--- config.mk ---
export PLATFORM = sky130hd
export DESIGN_NAME = alarm_sequencer_flat
export DESIGN_NICKNAME = d
export VERILOG_FILES = /design/src/rtl/alarm_sequencer_if.sv /design/src/rtl/alarm_sequencer.sv /design/src/flat_wrapper.sv
export SDC_FILE = /design/constraint.sdc
export NUM_CORES = 1
export LEC_CHECK = 0
export CORE_MARGIN = 2
export CORE_UTILIZATION = 51
export CTS_CLUSTER_DIAMETER = 100
export DETAILED_ROUTE_END_ITERATION = 6
export GPL_TIMING_DRIVEN = 0
export PLACE_DENSITY_LB_ADDON = 0.1
export SYNTH_ARGS = -nofsm -noshare
export SYNTH_HDL_FRONTEND = slang
export SYNTH_SLANG_ARGS = --single-unit
--- constraint.sdc ---
create_clock -name Clock -period 3.8 [get_ports Clock]
set_input_delay 0.95 -clock Clock [delete_from_list [all_inputs] [get_ports Clock]]
set_output_delay 0.95 -clock Clock [all_outputs]
set_load 0.01 [all_outputs]
--- src/rtl/alarm_sequencer_if.sv ---
// Datapath/player side bundle of the alarm sequencer.
// master drives time, buttons and song_done; slave is the sequencer.
interface alarm_sequencer_if;
  logic       tick_1hz;
  logic       arm;
  logic [5:0] cur_min;
  logic [5:0] cur_sec;
  logic [5:0] alm_min;
  logic [5:0] alm_sec;
  logic       snooze_btn;
  logic       stop_btn;
  logic       song_done;
  logic       play_en;
  logic       ring_led;
  logic [2:0] state_o;
  logic [1:0] snooze_cnt;
  logic [5:0] snooze_left;

  modport master (
    output tick_1hz, arm,
    output cur_min, cur_sec,
    output alm_min, alm_sec,
    output snooze_btn, stop_btn,
    output song_done,
    input  play_en, ring_led,
    input  state_o, snooze_cnt,
    input  snooze_left
  );

  modport slave (
    input  tick_1hz, arm,
    input  cur_min, cur_sec,
    input  alm_min, alm_sec,
    input  snooze_btn, stop_btn,
    input  song_done,
    output play_en, ring_led,
    output state_o, snooze_cnt,
    output snooze_left
  );
endinterface

--- src/rtl/alarm_sequencer.sv ---
// Alarm control FSM: ring, snooze, stop, ring timeout, same-second lockout.
// Ports: Clock, Resetn (async low), bus (alarm_sequencer_if.slave).
module alarm_sequencer #(
  parameter int SNOOZE_SEC       = 10,
  parameter int RING_TIMEOUT_SEC = 30,
  parameter int MAX_SNOOZE       = 3
) (
  input logic              Clock,
  input logic              Resetn,
  alarm_sequencer_if.slave bus
);

  typedef enum logic [2:0] {
    DISARMED = 3'd0,
    ARMED    = 3'd1,
    RINGING  = 3'd2,
    SNOOZE   = 3'd3,
    LOCKOUT  = 3'd4
  } state_t;

  localparam logic [5:0] SNZ  = 6'(SNOOZE_SEC);
  localparam logic [5:0] RTO  = 6'(RING_TIMEOUT_SEC);
  localparam logic [1:0] MAXS = 2'(MAX_SNOOZE);

  state_t     state;
  logic       play_en;
  logic       ring_led;
  logic [1:0] snz_cnt;
  logic [5:0] snz_left;
  logic [5:0] ring_tmr;
  logic       snz_q;
  logic       stop_q;

  logic match;
  logic snz_edge;
  logic stop_edge;

  assign match = (bus.cur_min == bus.alm_min)
              && (bus.cur_sec == bus.alm_sec);
  assign snz_edge  = bus.snooze_btn & ~snz_q;
  assign stop_edge = bus.stop_btn & ~stop_q;

  assign bus.play_en     = play_en;
  assign bus.ring_led    = ring_led;
  assign bus.state_o     = state;
  assign bus.snooze_cnt  = snz_cnt;
  assign bus.snooze_left = snz_left;

  always_ff @(posedge Clock or negedge Resetn) begin
    if (!Resetn) begin
      state    <= DISARMED;
      play_en  <= 1'b0;
      ring_led <= 1'b0;
      snz_cnt  <= '0;
      snz_left <= '0;
      ring_tmr <= '0;
      snz_q    <= 1'b0;
      stop_q   <= 1'b0;
    end else begin
      snz_q  <= bus.snooze_btn;
      stop_q <= bus.stop_btn;
      if (!bus.arm) begin
        state    <= DISARMED;
        snz_cnt  <= '0;
        play_en  <= 1'b0;
        ring_led <= 1'b0;
        snz_left <= '0;
        ring_tmr <= '0;
      end else begin
        case (state)
          DISARMED: begin
            play_en  <= 1'b0;
            ring_led <= 1'b0;
            snz_left <= '0;
            // arming inside the alarm second must not ring
            state <= match ? LOCKOUT : ARMED;
          end
          ARMED: begin
            play_en  <= 1'b0;
            ring_led <= 1'b0;
            snz_left <= '0;
            if (match) begin
              state    <= RINGING;
              snz_cnt  <= '0;
              ring_tmr <= '0;
              play_en  <= 1'b1;
              ring_led <= 1'b1;
            end
          end
          RINGING: begin
            if (stop_edge) begin
              state    <= LOCKOUT;
              play_en  <= 1'b0;
              ring_led <= 1'b0;
            end else if (snz_edge && (snz_cnt < MAXS)) begin
              state    <= SNOOZE;
              snz_cnt  <= snz_cnt + 2'd1;
              snz_left <= SNZ;
              play_en  <= 1'b0;
              ring_led <= 1'b0;
            end else if (bus.tick_1hz
                      && (ring_tmr >= RTO - 6'd1)) begin
              state    <= LOCKOUT;
              ring_tmr <= RTO;
              play_en  <= 1'b0;
              ring_led <= 1'b0;
            end else begin
              if (bus.tick_1hz)
                ring_tmr <= ring_tmr + 6'd1;
              // one low cycle restarts the song
              play_en  <= ~bus.song_done;
              ring_led <= 1'b1;
            end
          end
          SNOOZE: begin
            play_en <= 1'b0;
            if (stop_edge) begin
              state    <= LOCKOUT;
              ring_led <= 1'b0;
              snz_left <= '0;
            end else if (bus.tick_1hz) begin
              if (snz_left <= 6'd1) begin
                state    <= RINGING;
                ring_tmr <= '0;
                snz_left <= '0;
                play_en  <= 1'b1;
                ring_led <= 1'b1;
              end else begin
                snz_left <= snz_left - 6'd1;
                ring_led <= ~ring_led;
              end
            end
          end
          LOCKOUT: begin
            play_en  <= 1'b0;
            ring_led <= 1'b0;
            snz_left <= '0;
            if (!match)
              state <= ARMED;
          end
          default: begin
            state    <= DISARMED;
            play_en  <= 1'b0;
            ring_led <= 1'b0;
            snz_left <= '0;
          end
        endcase
      end
    end
  end

endmodule

--- src/flat_wrapper.sv ---
// flat-port wrapper written by rule: the top's interface ports become plain ports
module alarm_sequencer_flat 
#(
  parameter int SNOOZE_SEC       = 10,
  parameter int RING_TIMEOUT_SEC = 30,
  parameter int MAX_SNOOZE       = 3
)
  (Clock, Resetn, bus_tick_1hz, bus_arm, bus_cur_min, bus_cur_sec, bus_alm_min, bus_alm_sec, bus_snooze_btn, bus_stop_btn, bus_song_done, bus_play_en, bus_ring_led, bus_state_o, bus_snooze_cnt, bus_snooze_left);
  alarm_sequencer_if bus_i ();
  input logic Clock;
  input logic Resetn;
  input wire logic [$bits(bus_i.tick_1hz)-1:0] bus_tick_1hz;
  input wire logic [$bits(bus_i.arm)-1:0] bus_arm;
  input wire logic [$bits(bus_i.cur_min)-1:0] bus_cur_min;
  input wire logic [$bits(bus_i.cur_sec)-1:0] bus_cur_sec;
  input wire logic [$bits(bus_i.alm_min)-1:0] bus_alm_min;
  input wire logic [$bits(bus_i.alm_sec)-1:0] bus_alm_sec;
  input wire logic [$bits(bus_i.snooze_btn)-1:0] bus_snooze_btn;
  input wire logic [$bits(bus_i.stop_btn)-1:0] bus_stop_btn;
  input wire logic [$bits(bus_i.song_done)-1:0] bus_song_done;
  output wire logic [$bits(bus_i.play_en)-1:0] bus_play_en;
  output wire logic [$bits(bus_i.ring_led)-1:0] bus_ring_led;
  output wire logic [$bits(bus_i.state_o)-1:0] bus_state_o;
  output wire logic [$bits(bus_i.snooze_cnt)-1:0] bus_snooze_cnt;
  output wire logic [$bits(bus_i.snooze_left)-1:0] bus_snooze_left;
  assign bus_i.tick_1hz = bus_tick_1hz;
  assign bus_i.arm = bus_arm;
  assign bus_i.cur_min = bus_cur_min;
  assign bus_i.cur_sec = bus_cur_sec;
  assign bus_i.alm_min = bus_alm_min;
  assign bus_i.alm_sec = bus_alm_sec;
  assign bus_i.snooze_btn = bus_snooze_btn;
  assign bus_i.stop_btn = bus_stop_btn;
  assign bus_i.song_done = bus_song_done;
  assign bus_play_en = bus_i.play_en;
  assign bus_ring_led = bus_i.ring_led;
  assign bus_state_o = bus_i.state_o;
  assign bus_snooze_cnt = bus_i.snooze_cnt;
  assign bus_snooze_left = bus_i.snooze_left;
  alarm_sequencer #(.SNOOZE_SEC(SNOOZE_SEC), .RING_TIMEOUT_SEC(RING_TIMEOUT_SEC), .MAX_SNOOZE(MAX_SNOOZE)) u_core (.Clock(Clock), .Resetn(Resetn), .bus(bus_i));
endmodule
==> results.ini, run 1 <==
[layout]
nFillCells = 230
drive_gt1_share_pct = 5.83
area_growth_pct = 32.1
nets = 261
diodes = 0

[critical_path]
crit_chain = clkdlybuf4s50_1 > nand2b_1 > clkbuf_1 > a21oi_1 > o21ai_0 > o31ai_1 > a32o_1
path_buf_inv = 2
path_class = in -> reg
cp-start-kind = input pin
cp_max_fo = 9
crit_slowest_cell = o21ai_0
reg2regPathDepth = 5
critical_path_required_ps = 4010
reg2reg_slack_ps = 1640
cpPeakStageDelay_ps = 530
crit_path_end_kind = flip-flop
cp.arrival_ps = 2860
crit_family = compound AO/OA/AOI/OAI gates
regToRegEndpoint = u_core.ring_tmr[5]
r2r-start = u_core.bus.snooze_left[2]

[clocking]
ctsLongestPathBuffers = 2
clkSlewWorstSetupHoldPaths_ps = 120
cts-root-buf = clkbuf_4
cts_buffers = 3
cts_tree = done
postCtsSetupRepairBufs = 0
worstSkewPairLatency_ps = 310
h-tree-depth = 1
cts_sinks = 21
post_cts_resize_count = 0
postCtsHoldBufs = 0

[placement]
hpwl_um = 3160
routabilityCongestion = 0.846
numPortBuffers = 43

[global_routing]
grt_pass1_wl_um = 6580
antenna_found_initial = 0
grt_start_max_net_pins = 22
grt_overflow = 0
globalRouteTotalUtil_pct = 24.2
grt_pass1_vias = 1536

[synthesis]
synth_edf_count = 0
async_flop_share_pct = 100
yosysWarnings = 0
yosysTopAreaCellShare_pct = 34.1
yosys-top-cells-area = dfrtp_1 (34%), xnor2_1 (6.8%), o21ai_0 (5.5%), ha_1 (4.9%), a21oi_1 (3.2%)
ys_top_cells_by_count = dfrtp_1 (21), o21ai_0 (17), xnor2_1 (12)
synthesis.area_um2 = 1540
ys.flop_type = dfrtp_1
syn-num-nets = 213
seq_area_frac_synth_pct = 34.1
yosysMostFrequentCell = dfrtp_1
syn_area_per_cell_um2 = 8.76
synth_cells = 176
synth_seq_cells = 21
synth_cell_types = 44
yosysTopAreaCell = dfrtp_1

[job]
maxCapViolations = 0

[worst_hold_path]
worstHoldPathType = reg -> reg
min_from = u_core.bus.ring_led
hold_end = u_core.bus.ring_led
hold_path_depth = 2

[sta]
fmax_mhz = 378
hold_violations = 0
period_needed_ps = 2650
period_share_pct = 69.7
worst_pin_slew_ps = 926
fin_skew_ps = 5.15
setup_viol = 0
rsz0062_at_grt = no
drv_slew = 0
slew_headroom_pct = 38.0
hold_ws_ps = 531
fin_setup_tns_ps = 0

[die]
dieArea_um2 = 3480
core.rowCount = 19
die_x_um = 59.0
start_util_pct = 55.0
num_io_pins = 44
core_area_um2 = 2810
die_h_um = 59.0

[routing]
num_vias = 1563
drt-initial-drc-count = 57
dr_wl_met2_um = 1870
post-route-drc-count = 1
viasPerCell = 6.15
drt_wl_total_um = 3940
dr.max_layer_used = met4
final_antenna_net_count = 0
firstDrtPassIters = 6
wl_met1_um = 1770
wl_per_cell_um = 15.5
wl_met3_um = 264

[status]
status = finished with violations
failed_checks = design-rule violations

[power]
power_density_nw_per_um2 = 298
vdd_ir_drop_max_mv = 0.241
leakagePower_nw = 0.817

## flip-flops by register name, summed over array words and instances (netlist names)
name,flops
u_core.bus.state_o,3
u_core.snz_q,1
u_core.bus.play_en,1
u_core.ring_tmr,6
u_core.stop_q,1
u_core.bus.ring_led,1
u_core.bus.snooze_cnt,2
u_core.bus.snooze_left,6
## logic make-up (layout without fill, tap and decap cells)
logic type,after synthesis,after routing,synth area share (%)
and+or+nand+nor,60,60,22.5
muxes,3,3,2.03
buffers and inverters,18,65,4.38
DFF,21,21,34.1
adders and majority gates,6,6,4.87
AOI/OAI and AO/OA,56,56,25.3
xor gates and xnor gates,12,12,6.82
## worst max-delay path by stage
| stage | to | from | cells past startpoint |
|---|---|---|---|
| global placement | u_core.ring_tmr[5] | bus_snooze_btn | 6 |
| global route | u_core.bus.snooze_left[3] | bus_stop_btn | 7 |
| CTS | u_core.bus.snooze_left[3] | bus_stop_btn | 7 |
| floorplan | u_core.ring_tmr[5] | bus_snooze_btn | 5 |
| finish | u_core.bus.snooze_left[3] | bus_stop_btn | 7 |
| detailed placement | u_core.bus.snooze_left[3] | bus_stop_btn | 7 |
## worst register-to-register path, delay by kind of cell (launching register included)
kind | cells | cell delay (ps)
AOI/OAI and AO/OA | 3 | 660
DFF | 1 | 450
muxes | 1 | 350
and+or+nand+nor | 1 | 590
## stage by stage
step	power (mW)	setup slack (ps)	util, %	std cells	instance area, um2
floorplan	0.401	1490	-	176	1540
global placement	0.488	908	71.7	250	2010
detailed placement	0.498	850	71.7	250	2010
CTS	0.609	1180	72.6	254	2040
global route	0.644	1040	72.6	254	2040
finish	0.608	1150	72.6	254	2040
## where the power goes
part           switching [mW]  total (mW)  leakage, nW  internal, mW
sequential             0.0139       0.252        0.284         0.238
combinational           0.128       0.245        0.518         0.117
clock                  0.0704       0.111       0.0150        0.0410
## placed cells by master (no fill, tap or decap), types with 4 or more instances in the layout
cell and n:
nor2_1 7, nor3_1 7, clkbuf_1 9, nand2_1 9, clkdlybuf4s50_1 43, ha_1 6
o31ai_1 4, a21oi_1 10, inv_1 10, nor2b_1 4, xnor2_1 12, nand3_1 4
dfrtp_1 21, o21ai_0 17, nand4_1 7, nand2b_1 4, a211oi_1 6
## layer usage
| layer | global-route usage (%) | vias to the layer above |
|---|---|---|
| li1 | - | 757 |
| met1 | 32.0 | 732 |
| met2 | 41.3 | 70 |
| met3 | 4.15 | 4 |
| met4 | 5.52 | 0 |
| met5 | 0 | - |
## final cells by class
type | instances | area [um2] | area share [%]
tap | 31 | 38.8 | 1.90
sequential | 21 | 526 | 25.8
multi-input combinational | 137 | 948 | 46.6
timing repair buffer | 43 | 430 | 21.1
inverter | 10 | 37.5 | 1.84
clock buffer | 4 | 26.3 | 1.29
buffer | 8 | 30.0 | 1.47
(Power assumes the default switching activity.)
==> inputs of run 2 (changes only) <==
--- a/config.mk
+++ b/config.mk
@@ -6,7 +6,7 @@
 export NUM_CORES = 1
 export LEC_CHECK = 0
 export CORE_MARGIN = 2
-export CORE_UTILIZATION = 51
+export CORE_UTILIZATION = 43
 export CTS_CLUSTER_DIAMETER = 100
 export DETAILED_ROUTE_END_ITERATION = 6
 export GPL_TIMING_DRIVEN = 0
==> constraint.sdc (replaced) <==
create_clock -name Clock -period 2.3 [get_ports Clock]
set_input_delay 0.575 -clock Clock [delete_from_list [all_inputs] [get_ports Clock]]
set_output_delay 0.575 -clock Clock [all_outputs]
set_load 0.01 [all_outputs]
==> results.ini, run 2 (synthesis results as in run 1) <==
[sta]
period_needed_ps = 2220
hold_violations = 0
fmax_mhz = 451
fin_skew_ps = 15.2
worst_pin_slew_ps = 943
period_share_pct = 96.3
slew_headroom_pct = 36.9
drv_slew = 0
rsz0062_at_grt = no
final.setup.worst_slack_ps = 84.1
setup_viol = 0

[layout]
diodes = 0
fin_cells = 268
layout_commonest_cell = clkdlybuf4s50_1
nets = 260
nFillCells = 299
drive_gt1_share_pct = 6.31
layout_common_cells = clkdlybuf4s50_1 (43), dfrtp_1 (21), o21ai_0 (17)
design_area_um2 = 2060
area_growth_pct = 33.7

[routing]
wl_per_cell_um = 14.5
post-route-drc-count = 0
drt-initial-drc-count = 94
firstDrtPassIters = 5
drt_wl_total_um = 3880
final_antenna_net_count = 0
num_vias = 1557
viasPerCell = 5.81

[placement]
post-place-ws_ps = -253
routabilityCongestion = 0.862
numPortBuffers = 43
post_dp_cell_area_um2 = 2030
dp_cells = 265
hpwl_um = 3100

[clocking]
clkSlewWorstSetupHoldPaths_ps = 130
worstSkewPairLatency_ps = 320
cts_sinks = 21
cts_buffers = 3
cts-root-buf = clkbuf_4
h-tree-depth = 1
ctsLongestPathBuffers = 2
cts_tree = done
postCtsSetupRepairBufs = 0

[power]
total_power_mw = 1.01
vdd_ir_drop_max_mv = 0.265
power_density_nw_per_um2 = 489
leakagePower_nw = 0.820
p_clk_share_pct = 18.6
p_seq_share_pct = 41.3
p_sw_mw = 0.354
internal_power_mw = 0.653
swShare_pct = 35.2
comb_power_share_pct = 40.1

[worst_hold_path]
hold_path_depth = 2
hold_end = u_core.bus.ring_led
worstHoldPathType = reg -> reg
min_from = u_core.bus.ring_led

[critical_path]
reg2regPathDepth = 5
cp_max_fo = 10
cp-start-kind = input pin
reg2reg_slack_ps = 100
crit_path_end_kind = flip-flop
cp.arrival_ps = 2440
regToRegEndpoint = u_core.ring_tmr[5]
r2r-start = u_core.bus.snooze_left[2]
path_class = in -> reg
critical_path_required_ps = 2530

[global_routing]
antenna_found_initial = 0
grt_start_max_net_pins = 22
grt_pass1_wl_um = 6470
grt_pass1_vias = 1440
globalRouteTotalUtil_pct = 19.7
grt_overflow = 0

[die]
start_util_pct = 45.5
core.rowCount = 21
num_io_pins = 44
dieArea_um2 = 4080
die_h_um = 63.9
die_x_um = 63.9
core_area_um2 = 3390

[job]
maxCapViolations = 0

[status]
status = finished, final reports clean

[run 2: layer usage]
metal,GRT usage (%),vias up,share of wire [%]
met5,0,-,0
met4,5.71,0,1.1
met3,4.05,8,8.4
met2,32.4,79,48
met1,25.9,719,43
li1,-,751,-
[run 2: worst max path at each step]
stage,startpoint,end,cells past startpoint
final,bus_tick_1hz,u_core.bus.snooze_left[3],6
after global routing,bus_stop_btn,u_core.bus.snooze_left[5],6
after CTS,bus_snooze_btn,u_core.ring_tmr[5],6
after detailed placement,bus_snooze_btn,u_core.ring_tmr[5],6
after global placement,bus_snooze_btn,u_core.ring_tmr[5],6
after floorplan,u_core.bus.snooze_left[2],u_core.ring_tmr[5],5
[run 2: cell type report]
cell class	count	area, um2	share of cell area [%]
multi-input combinational	137	956	46.4
inverter	10	37.5	1.82
clock inverter	1	5.00	0.243
buffer	7	26.3	1.28
timing repair buffer	43	430	20.9
clock buffer	3	22.5	1.09
sequential	21	526	25.5
tap	46	57.6	2.79
[run 2: per-stage QoR]
step                util (%)  TNS (ps)  hold WS (ps)
floorplan                  -         0           279
global placement        59.9     -1370           500
detailed placement      59.9     -2060           509
CTS                     60.7         0           540
global route            60.8         0           577
finish                  60.8         0           543
[run 2: repair_timing]
item                                    4_1_cts  5_1_grt
endpoints found under the setup margin        0        2
gates resized for setup                       0        1
hold buffers                                  0        0
[run 2: power by group through the flow]
stage | logic [mW] | registers (mW) | clock network (mW)
final | 0.404 | 0.416 | 0.187
after global routing | 0.447 | 0.421 | 0.212
after CTS | 0.401 | 0.416 | 0.193
after detailed placement | 0.399 | 0.423 | 0
after global placement | 0.390 | 0.421 | 0
after floorplan | 0.234 | 0.428 | 0
[run 2: critical path, stage by stage]
cell and delay, ps:
clkdlybuf4s50_1 490, clkbuf_1 340, nor3_1 130, o21ai_0 510, o31ai_1 160, a32o_1 230
==> inputs of run 3 (changes only) <==
--- a/config.mk
+++ b/config.mk
@@ -6,7 +6,7 @@
 export NUM_CORES = 1
 export LEC_CHECK = 0
 export CORE_MARGIN = 2
-export CORE_UTILIZATION = 43
+export CORE_UTILIZATION = 30
 export CTS_CLUSTER_DIAMETER = 100
 export DETAILED_ROUTE_END_ITERATION = 6
 export GPL_TIMING_DRIVEN = 0
==> results.ini, run 3 (synthesis results as in run 1) <==
[status]
status = finished, final reports clean

[die]
num_io_pins = 44
die_x_um = 75.7
core.rowCount = 26
dieArea_um2 = 5730
start_util_pct = 30.6
die_h_um = 75.7
core_area_um2 = 5040

[global_routing]
grt_pass1_vias = 1445
globalRouteTotalUtil_pct = 15.4
antenna_found_initial = 0
grt_pass1_wl_um = 6760
grt_overflow = 0
grt_start_max_net_pins = 22

[clocking]
worstSkewPairLatency_ps = 260
postCtsHoldBufs = 0
clkSlewWorstSetupHoldPaths_ps = 90
cts_tree = done
h-tree-depth = 1
post_cts_resize_count = 0
ctsLongestPathBuffers = 2
cts-root-buf = clkbuf_8
postCtsSetupRepairBufs = 0
cts_buffers = 3
cts_sinks = 21

[routing]
num_vias = 1472
final_antenna_net_count = 0
drt_wl_total_um = 3960
wl_per_cell_um = 13.6
viasPerCell = 5.06
drt-initial-drc-count = 119
firstDrtPassIters = 4
post-route-drc-count = 0

[sta]
fin_skew_ps = 4.91
worst_pin_slew_ps = 972
hold_ws_ps = 529
setup_viol = 0
drv_slew = 0
final.setup.worst_slack_ps = 121
period_share_pct = 94.8
period_needed_ps = 2180
slew_headroom_pct = 35.0
hold_violations = 0
fmax_mhz = 459

[power]
leakagePower_nw = 0.833
total_power_mw = 1.08
vdd_ir_drop_max_mv = 0.220
power_density_nw_per_um2 = 509

[critical_path]
cp_max_fo = 5
reg2reg_slack_ps = 160
reg2regPathDepth = 5
critical_path_required_ps = 2450
cp-start-kind = input pin
regToRegEndpoint = u_core.ring_tmr[5]
path_class = in -> reg
r2r-start = u_core.bus.snooze_left[2]
crit_path_end_kind = flip-flop
cp.arrival_ps = 2330

[job]
maxCapViolations = 0

[worst_hold_path]
worstHoldPathType = reg -> reg
hold_end = u_core.bus.ring_led
hold_path_depth = 2
min_from = u_core.bus.ring_led

[placement]
hpwl_um = 3020
post-place-ws_ps = -273
numPortBuffers = 43
routabilityCongestion = 0.809

[layout]
layout_common_cells = clkdlybuf4s50_1 (43), dfrtp_1 (21), o21ai_0 (16)
diodes = 0
layout_commonest_cell = clkdlybuf4s50_1
nets = 259
area_growth_pct = 38.1
drive_gt1_share_pct = 7.24

-- run 3: worst max path at each step --
stage / startpoint / to / cells after the start
after floorplan: u_core.bus.snooze_left[2] / u_core.ring_tmr[5] / 5
after global placement: bus_snooze_btn / u_core.ring_tmr[5] / 6
after detailed placement: bus_snooze_btn / u_core.ring_tmr[5] / 6
after CTS: bus_snooze_btn / u_core.ring_tmr[5] / 6
after global routing: bus_arm / u_core.ring_tmr[5] / 6
final: bus_snooze_btn / u_core.ring_tmr[5] / 6
-- run 3: critical path, cell delays in order --
cell	delay [ps]
clkdlybuf4s50_1	480
or3b_4	400
and4_1	240
o21ai_4	240
a21oi_4	70
mux2_1	330
-- run 3: layout make-up --
type	instances	area (um2)
Buffer	6	23.8
Inverter	10	37.5
Timing Repair Buffer	43	430
Fill cell	516	2910
Sequential cell	21	526
Clock buffer	3	41.3
Tap cell	70	87.6
Multi-Input combinational cell	137	978
Clock inverter	1	5.00
-- run 3: power breakdown --
part	internal [mW]	total [mW]	leakage [nW]	switching [mW]
Combinational	0.197	0.417	0.523	0.220
Clock	0.121	0.252	0.0255	0.131
Sequential	0.393	0.415	0.284	0.0224
Total	0.711	1.08	0.833	0.374
-- run 3: metrics by stage --
stage          cell area, um2  cells  util, %  TNS, ps
5_1_grt                  2130    291     42.2    -3.41
3_3_place_gp             2060    289     40.8    -2610
2_1_floorplan            1540    176        -        0
6_report                 2130    291     42.2        0
3_5_place_dp             2060    289     40.8    -2140
4_1_cts                  2110    293     41.8        0
-- run 3: per-layer routing --
metal  GRT usage, %  wire (um)  vias to the layer above
met1           21.0       1900                      667
met3           3.17        249                        5
met2           24.7       1770                       50
li1               -          -                      750
met5              0          0                        -
met4           4.09         40                        0
